==> config.mk <==
export PLATFORM = sky130hd
export DESIGN_NAME = jump_charger_flat
export DESIGN_NICKNAME = d
export VERILOG_FILES = /design/src/rtl/jump_charger_if.sv /design/src/rtl/jump_charger.sv /design/src/flat_wrapper.sv
export SDC_FILE = /design/constraint.sdc
export NUM_CORES = 1
export LEC_CHECK = 0
export CORE_MARGIN = 2
export CORE_UTILIZATION = 40
export CTS_CLUSTER_DIAMETER = 200
export DETAILED_ROUTE_END_ITERATION = 16
export PLACE_DENSITY_LB_ADDON = 0.05
export SYNTH_ARGS = -nofsm -noshare
export SYNTH_HDL_FRONTEND = slang
export SYNTH_SLANG_ARGS = --single-unit
==> constraint.sdc <==
create_clock -name clk -period 2.27 [get_ports clk]
set_input_delay 0.227 -clock clk [delete_from_list [all_inputs] [get_ports clk]]
set_output_delay 0.227 -clock clk [all_outputs]
set_load 0.005 [all_outputs]
==> src/rtl/jump_charger_if.sv <==
// Player-side signal bundle for jump_charger: button/game controls in, distance and status out.
interface jump_charger_if #(
    parameter int unsigned DIST_W = 8
) ();
    logic              btn;
    logic              restart;
    logic              jump_done;
    logic [DIST_W-1:0] jump_dist;
    logic              charging;
    logic [DIST_W-1:0] charge_level;
    logic              busy;

    modport master (
        output btn, restart, jump_done,
        input  jump_dist, charging, charge_level, busy
    );

    modport slave (
        input  btn, restart, jump_done,
        output jump_dist, charging, charge_level, busy
    );
endinterface

==> src/rtl/jump_charger.sv <==
// Jump button front end: debounces the button, charges a distance while held, emits it as a held pulse.
// Optional JUMP_CHARGER_PINGPONG_EN: charge level bounces between MIN_DIST and MAX_DIST instead of saturating.
module jump_charger #(
    parameter int unsigned DIST_W          = 8,
    parameter int unsigned TICK_DIV        = 2000000,
    parameter int unsigned DEBOUNCE_CYCLES = 500000,
    parameter int unsigned HOLD_CYCLES     = 4000000,
    parameter int unsigned MIN_DIST        = 1,
    parameter int unsigned MAX_DIST        = 25
) (
    input  logic           clk,
    input  logic           clr,
    jump_charger_if.slave  io
);
    localparam int unsigned PRE_W  = (TICK_DIV > 1) ? $clog2(TICK_DIV) : 1;
    localparam int unsigned DEB_W  = $clog2(DEBOUNCE_CYCLES + 1);
    localparam int unsigned HOLD_W = (HOLD_CYCLES > 1) ? $clog2(HOLD_CYCLES) : 1;

    typedef enum logic [1:0] {
        ST_IDLE,
        ST_CHARGE,
        ST_EMIT,
        ST_LOCK
    } state_t;

    state_t             state;
    logic               btn_meta;
    logic               btn_s;
    logic               armed;
    logic [PRE_W-1:0]   prescaler;
    logic [DEB_W-1:0]   deb_cnt;
    logic [HOLD_W-1:0]  hold_cnt;
    logic [DIST_W-1:0]  level_q;
    logic [DIST_W-1:0]  level_nxt;
    logic [DIST_W-1:0]  jump_dist_q;
    logic               charging_q;
    logic               busy_q;
    logic               tick;
    logic               deb_done;
    logic               hold_done;

    assign tick      = (prescaler == PRE_W'(TICK_DIV - 1));
    assign deb_done  = (deb_cnt == DEB_W'(DEBOUNCE_CYCLES - 1));
    assign hold_done = (hold_cnt == HOLD_W'(HOLD_CYCLES - 1));

    // Two-flop synchronizer for the asynchronous button
    always_ff @(posedge clk) begin
        if (!clr) begin
            btn_meta <= 1'b0;
            btn_s    <= 1'b0;
        end else begin
            btn_meta <= io.btn;
            btn_s    <= btn_meta;
        end
    end

`ifdef JUMP_CHARGER_PINGPONG_EN
    logic dir;
    logic dir_nxt;

    // Bounce: dir=0 counts up toward MAX_DIST, dir=1 counts down toward MIN_DIST
    always_comb begin
        dir_nxt   = dir;
        level_nxt = level_q;
        if (!dir) begin
            level_nxt = level_q + DIST_W'(1);
            if (level_nxt >= DIST_W'(MAX_DIST)) dir_nxt = 1'b1;
        end else begin
            level_nxt = level_q - DIST_W'(1);
            if (level_nxt <= DIST_W'(MIN_DIST)) dir_nxt = 1'b0;
        end
    end
`else
    always_comb begin
        level_nxt = (level_q >= DIST_W'(MAX_DIST)) ? level_q : level_q + DIST_W'(1);
    end
`endif

    always_ff @(posedge clk) begin
        if (!clr || io.restart) begin
            state       <= ST_IDLE;
            armed       <= 1'b0;
            prescaler   <= '0;
            deb_cnt     <= '0;
            hold_cnt    <= '0;
            level_q     <= '0;
            jump_dist_q <= '0;
            charging_q  <= 1'b0;
            busy_q      <= 1'b0;
`ifdef JUMP_CHARGER_PINGPONG_EN
            dir         <= 1'b0;
`endif
        end else begin
            case (state)
                // Only an armed IDLE (button seen released) may start a charge
                ST_IDLE: begin
                    if (!btn_s) begin
                        armed   <= 1'b1;
                        deb_cnt <= '0;
                    end else if (armed) begin
                        if (deb_done) begin
                            state      <= ST_CHARGE;
                            charging_q <= 1'b1;
                            level_q    <= '0;
                            prescaler  <= '0;
                            deb_cnt    <= '0;
`ifdef JUMP_CHARGER_PINGPONG_EN
                            dir        <= 1'b0;
`endif
                        end else begin
                            deb_cnt <= deb_cnt + DEB_W'(1);
                        end
                    end
                end
                ST_CHARGE: begin
                    if (btn_s) begin
                        deb_cnt <= '0;
                        if (tick) begin
                            prescaler <= '0;
                            level_q   <= level_nxt;
`ifdef JUMP_CHARGER_PINGPONG_EN
                            dir       <= dir_nxt;
`endif
                        end else begin
                            prescaler <= prescaler + PRE_W'(1);
                        end
                    end else if (deb_done) begin
                        deb_cnt    <= '0;
                        charging_q <= 1'b0;
                        if (level_q < DIST_W'(MIN_DIST)) begin
                            state <= ST_IDLE;
                        end else begin
                            state       <= ST_EMIT;
                            busy_q      <= 1'b1;
                            jump_dist_q <= level_q;
                            hold_cnt    <= '0;
                        end
                    end else begin
                        deb_cnt <= deb_cnt + DEB_W'(1);
                    end
                end
                ST_EMIT: begin
                    if (hold_done) begin
                        jump_dist_q <= '0;
                        state       <= ST_LOCK;
                    end else begin
                        hold_cnt <= hold_cnt + HOLD_W'(1);
                    end
                end
                ST_LOCK: begin
                    if (io.jump_done) begin
                        state   <= ST_IDLE;
                        level_q <= '0;
                        armed   <= 1'b0;
                        busy_q  <= 1'b0;
                    end
                end
                default: state <= ST_IDLE;
            endcase
        end
    end

    assign io.jump_dist    = jump_dist_q;
    assign io.charging     = charging_q;
    assign io.charge_level = level_q;
    assign io.busy         = busy_q;
endmodule

==> src/flat_wrapper.sv <==
// flat-port wrapper written by rule: the top's interface ports become plain ports
module jump_charger_flat 
#(
    parameter int unsigned DIST_W          = 8,
    parameter int unsigned TICK_DIV        = 2000000,
    parameter int unsigned DEBOUNCE_CYCLES = 500000,
    parameter int unsigned HOLD_CYCLES     = 4000000,
    parameter int unsigned MIN_DIST        = 1,
    parameter int unsigned MAX_DIST        = 25
)
  (clk, clr, io_btn, io_restart, io_jump_done, io_jump_dist, io_charging, io_charge_level, io_busy);
  jump_charger_if #(.DIST_W(DIST_W)) io_i ();
  input  logic clk;
  input  logic clr;
  input wire logic [$bits(io_i.btn)-1:0] io_btn;
  input wire logic [$bits(io_i.restart)-1:0] io_restart;
  input wire logic [$bits(io_i.jump_done)-1:0] io_jump_done;
  output wire logic [$bits(io_i.jump_dist)-1:0] io_jump_dist;
  output wire logic [$bits(io_i.charging)-1:0] io_charging;
  output wire logic [$bits(io_i.charge_level)-1:0] io_charge_level;
  output wire logic [$bits(io_i.busy)-1:0] io_busy;
  assign io_i.btn = io_btn;
  assign io_i.restart = io_restart;
  assign io_i.jump_done = io_jump_done;
  assign io_jump_dist = io_i.jump_dist;
  assign io_charging = io_i.charging;
  assign io_charge_level = io_i.charge_level;
  assign io_busy = io_i.busy;
  jump_charger #(.DIST_W(DIST_W), .TICK_DIV(TICK_DIV), .DEBOUNCE_CYCLES(DEBOUNCE_CYCLES), .HOLD_CYCLES(HOLD_CYCLES), .MIN_DIST(MIN_DIST), .MAX_DIST(MAX_DIST)) u_core (.clk(clk), .clr(clr), .io(io_i));
endmodule
==> impl_metrics.py <==
metrics = {
    "timing": {
        "max_slew_margin": 0.566,
        "min_period_ps": 2240,
        "finalCritPeriodShare": 0.987,
        "hold_viol_final": 0,
        "tightest_slew_ps": 651,
        "setup-violations-final": 0,
        "clock.fmax_mhz": 446,
        "hold_slack_ps": 439,
        "rsz0062_at_grt": "true",
        "skew_ps": 9.87,
        "finalMaxSlewViolations": 0,
    },
    "logic_synthesis": {
        "yosys-top-cells-count": "dfxtp_1 (85), nand2_1 (59), nor2_1 (58)",
        "synth-seq-area-share": 0.388,
        "netlist-cell-type-count": 66,
        "synth.largest_area_cell": "dfxtp_1",
        "synth-edff-count": 0,
        "async_reset_ff_frac": 0,
        "synth_area_mm2": 0.00438,
        "synth.top_cell.area_share": 0.388,
        "synth.avg_cell_area_um2": 8.30,
        "yosysWarningCount": 0,
        "syn_nets": 543,
        "yosysMostFrequentCell": "dfxtp_1",
        "synthCells": 528,
        "ys.flop_type": "dfxtp_1",
        "synth_area_leaders": "dfxtp_1 (39%), nand2_1 (5.1%), nor2_1 (5.0%)",
        "ys_seq_elements": 85,
    },
    "die": {
        "dieArea_mm2": 0.0118,
        "die_x_um": 109,
        "core-area_mm2": 0.0107,
        "row_count": 38,
        "ioPinCount": 23,
        "die_h_um": 109,
        "start_util": 0.408,
    },
    "global_routing": {
        "antenna_found_initial": 0,
        "grt_max_degree": 37,
        "grt_pass1_vias": 3901,
        "grt_overflow": 0,
        "grt_pass1_wl_um": 18900,
        "grtUsageTotal": 0.203,
    },
    "power": {
        "max-vdd-ir-drop_v": 0.000488,
        "p_total_mw": 3.00,
        "p_leak_nw": 1.97,
        "p_per_area_mw_per_mm2": 535,
    },
    "cts": {
        "clockRootBuffer": "clkbuf_8",
        "hold_buffers": 0,
        "clkLatencyLatePin_ps": 370,
        "cts_sinks": 85,
        "cts_tree": "yes",
        "clockBufferDepth": 2,
        "clk_pin_slew_ps": 90,
        "numCtsBuffers": 9,
        "htree_levels": 3,
    },
    "placed_design": {
        "place_congestion": 0.841,
        "dp_hpwl_um": 7840,
        "placed_cells": 717,
        "io_buffer_count": 22,
    },
    "cells_and_area": {
        "layout-drive-gt1-share": 0.198,
        "fin_nets": 612,
        "antenna_cells": 0,
        "fin_cells": 742,
        "area_delta_synth_final_pct": 28.2,
    },
    "worst_hold_path": {
        "hold_path.class": "in -> reg",
        "worstHoldStart": "io_btn",
    },
    "routing": {
        "drt-vias-per-instance": 5.60,
        "antenna_left": 0,
        "drt_iter0_drc": 213,
        "vias": 4156,
        "routed_wl_um": 11300,
        "drtPass1Iterations": 4,
        "wl_per_cell_um": 15.3,
        "drc": 0,
    },
    "worst_setup_path": {
        "worstPathMaxFanout": 8,
        "timing.critical_path.arrival_ps": 2560,
        "slowest_delay_ps": 450,
        "critical_path.startpoint": "u_core.io.charge_level[6]",
        "cp-end-kind": "flip-flop",
        "path_cells": "or3_4 > or4_4 > a41oi_4 > buf_6 > nor2_4 > clkbuf_16 > mux2_4 > nor2_2",
        "start_kind": "flip-flop",
        "cpMaxStageDelayCell": "or4_4",
        "required_ps": 2590,
        "rr_startpoint": "u_core.io.charge_level[6]",
        "path_class": "reg -> reg",
    },
    "run": {
        "drv_cap": 0,
    },
    "run_status": {
        "status": "finished, final reports clean",
    },
}
## flip-flops by register name (all words and copies together), names as in the netlist, named ones only
register / count
u_core.armed: 1
u_core.btn_meta: 1
u_core.btn_s: 1
u_core.deb_cnt: 19
u_core.hold_cnt: 22
u_core.io.busy: 1
u_core.io.charge_level: 8
u_core.io.charging: 1
u_core.io.jump_dist: 8
u_core.prescaler: 21
u_core.state: 1
## area by class of cell
cell class / count / area [µm²]
inverters: 12 / 47.5
well taps: 140 / 175
fillers: 1061 / 5130
clock inverters: 6 / 134
clock buffers: 10 / 138
flip-flops and latches: 85 / 1710
multi-input cells: 407 / 2660
repair buffers: 82 / 751
## routing by layer
| layer | wire length [µm] | track usage | vias up |
|---|---|---|---|
| met2 | 5230 | 0.313 | 75 |
| met4 | 167 | 0.0687 | 0 |
| li1 | - | - | 2080 |
| met5 | 0 | 0 | - |
| met1 | 5440 | 0.273 | 1988 |
| met3 | 495 | 0.0556 | 13 |
## path summary, 6_finish.rpt
path	slack (ps)	cells after the start	endpoint
hold / removal	440	2	u_core.btn_meta
setup / recovery	30	8	u_core.hold_cnt[0]
setup reg to reg	30	8	u_core.hold_cnt[0]
hold reg to reg	450	1	u_core.btn_s
## cells in the final DEF, fill, tap and decap left out, types with 9 or more instances in the layout
cell type	n
clkbuf_8	10
a31oi_1	13
and3_1	11
buf_4	53
dfxtp_1	79
inv_1	10
nand2_1	56
nor2_1	56
o21ai_0	21
a21oi_1	30
ha_1	9
o21a_1	9
xor2_1	15
nor3_1	10
xnor2_1	11
nand3_1	21
nand4_1	12
clkdlybuf4s50_1	22
## critical path, delay by kind of cell, from the launching register on
kind / cells / cell delay [ps]
AND/OR/NAND/NOR: 4 / 980
buffers and inverters: 2 / 350
AO/OA/AOI/OAI: 1 / 280
flip-flops: 1 / 330
multiplexers: 1 / 260
## cell families (layout without fill, tap and decap cells)
group | Yosys count | in the layout | share of synthesized area
xor gates and xnor gates | 26 | 26 | 0.0520
DFF | 85 | 85 | 0.388
AOI/OAI and AO/OA | 130 | 130 | 0.202
adders and majority gates | 10 | 10 | 0.0286
buffers and inverters | 36 | 110 | 0.0343
muxes | 4 | 4 | 0.00942
and+or+nand+nor | 237 | 237 | 0.286
## where the power goes
part	total, mW	switching, mW	internal (mW)
logic	0.0765	0.0464	0.0301
registers	1.50	0.00347	1.49
clock network	1.43	0.559	0.872
total	3.00	0.609	2.39
## what timing repair did
item,in CTS,in global routing
setup buffers,3,4
gates cloned,0,2
setup endpoints to repair,39,59
pin swaps,6,19
resized for setup,14,23
## per-stage QoR
step	util	TNS, ps	setup WS [ps]	area, µm²
2_1_floorplan	-	0	5.97	4390
3_3_place_gp	0.474	-87.0	-21.6	5100
3_5_place_dp	0.474	-1310	-103	5100
4_1_cts	0.508	0	0.777	5460
5_1_grt	0.523	-416	-59.4	5620
6_report	0.523	0	29.3	5620
No activity file was read; power rests on OpenSTA's default activity.
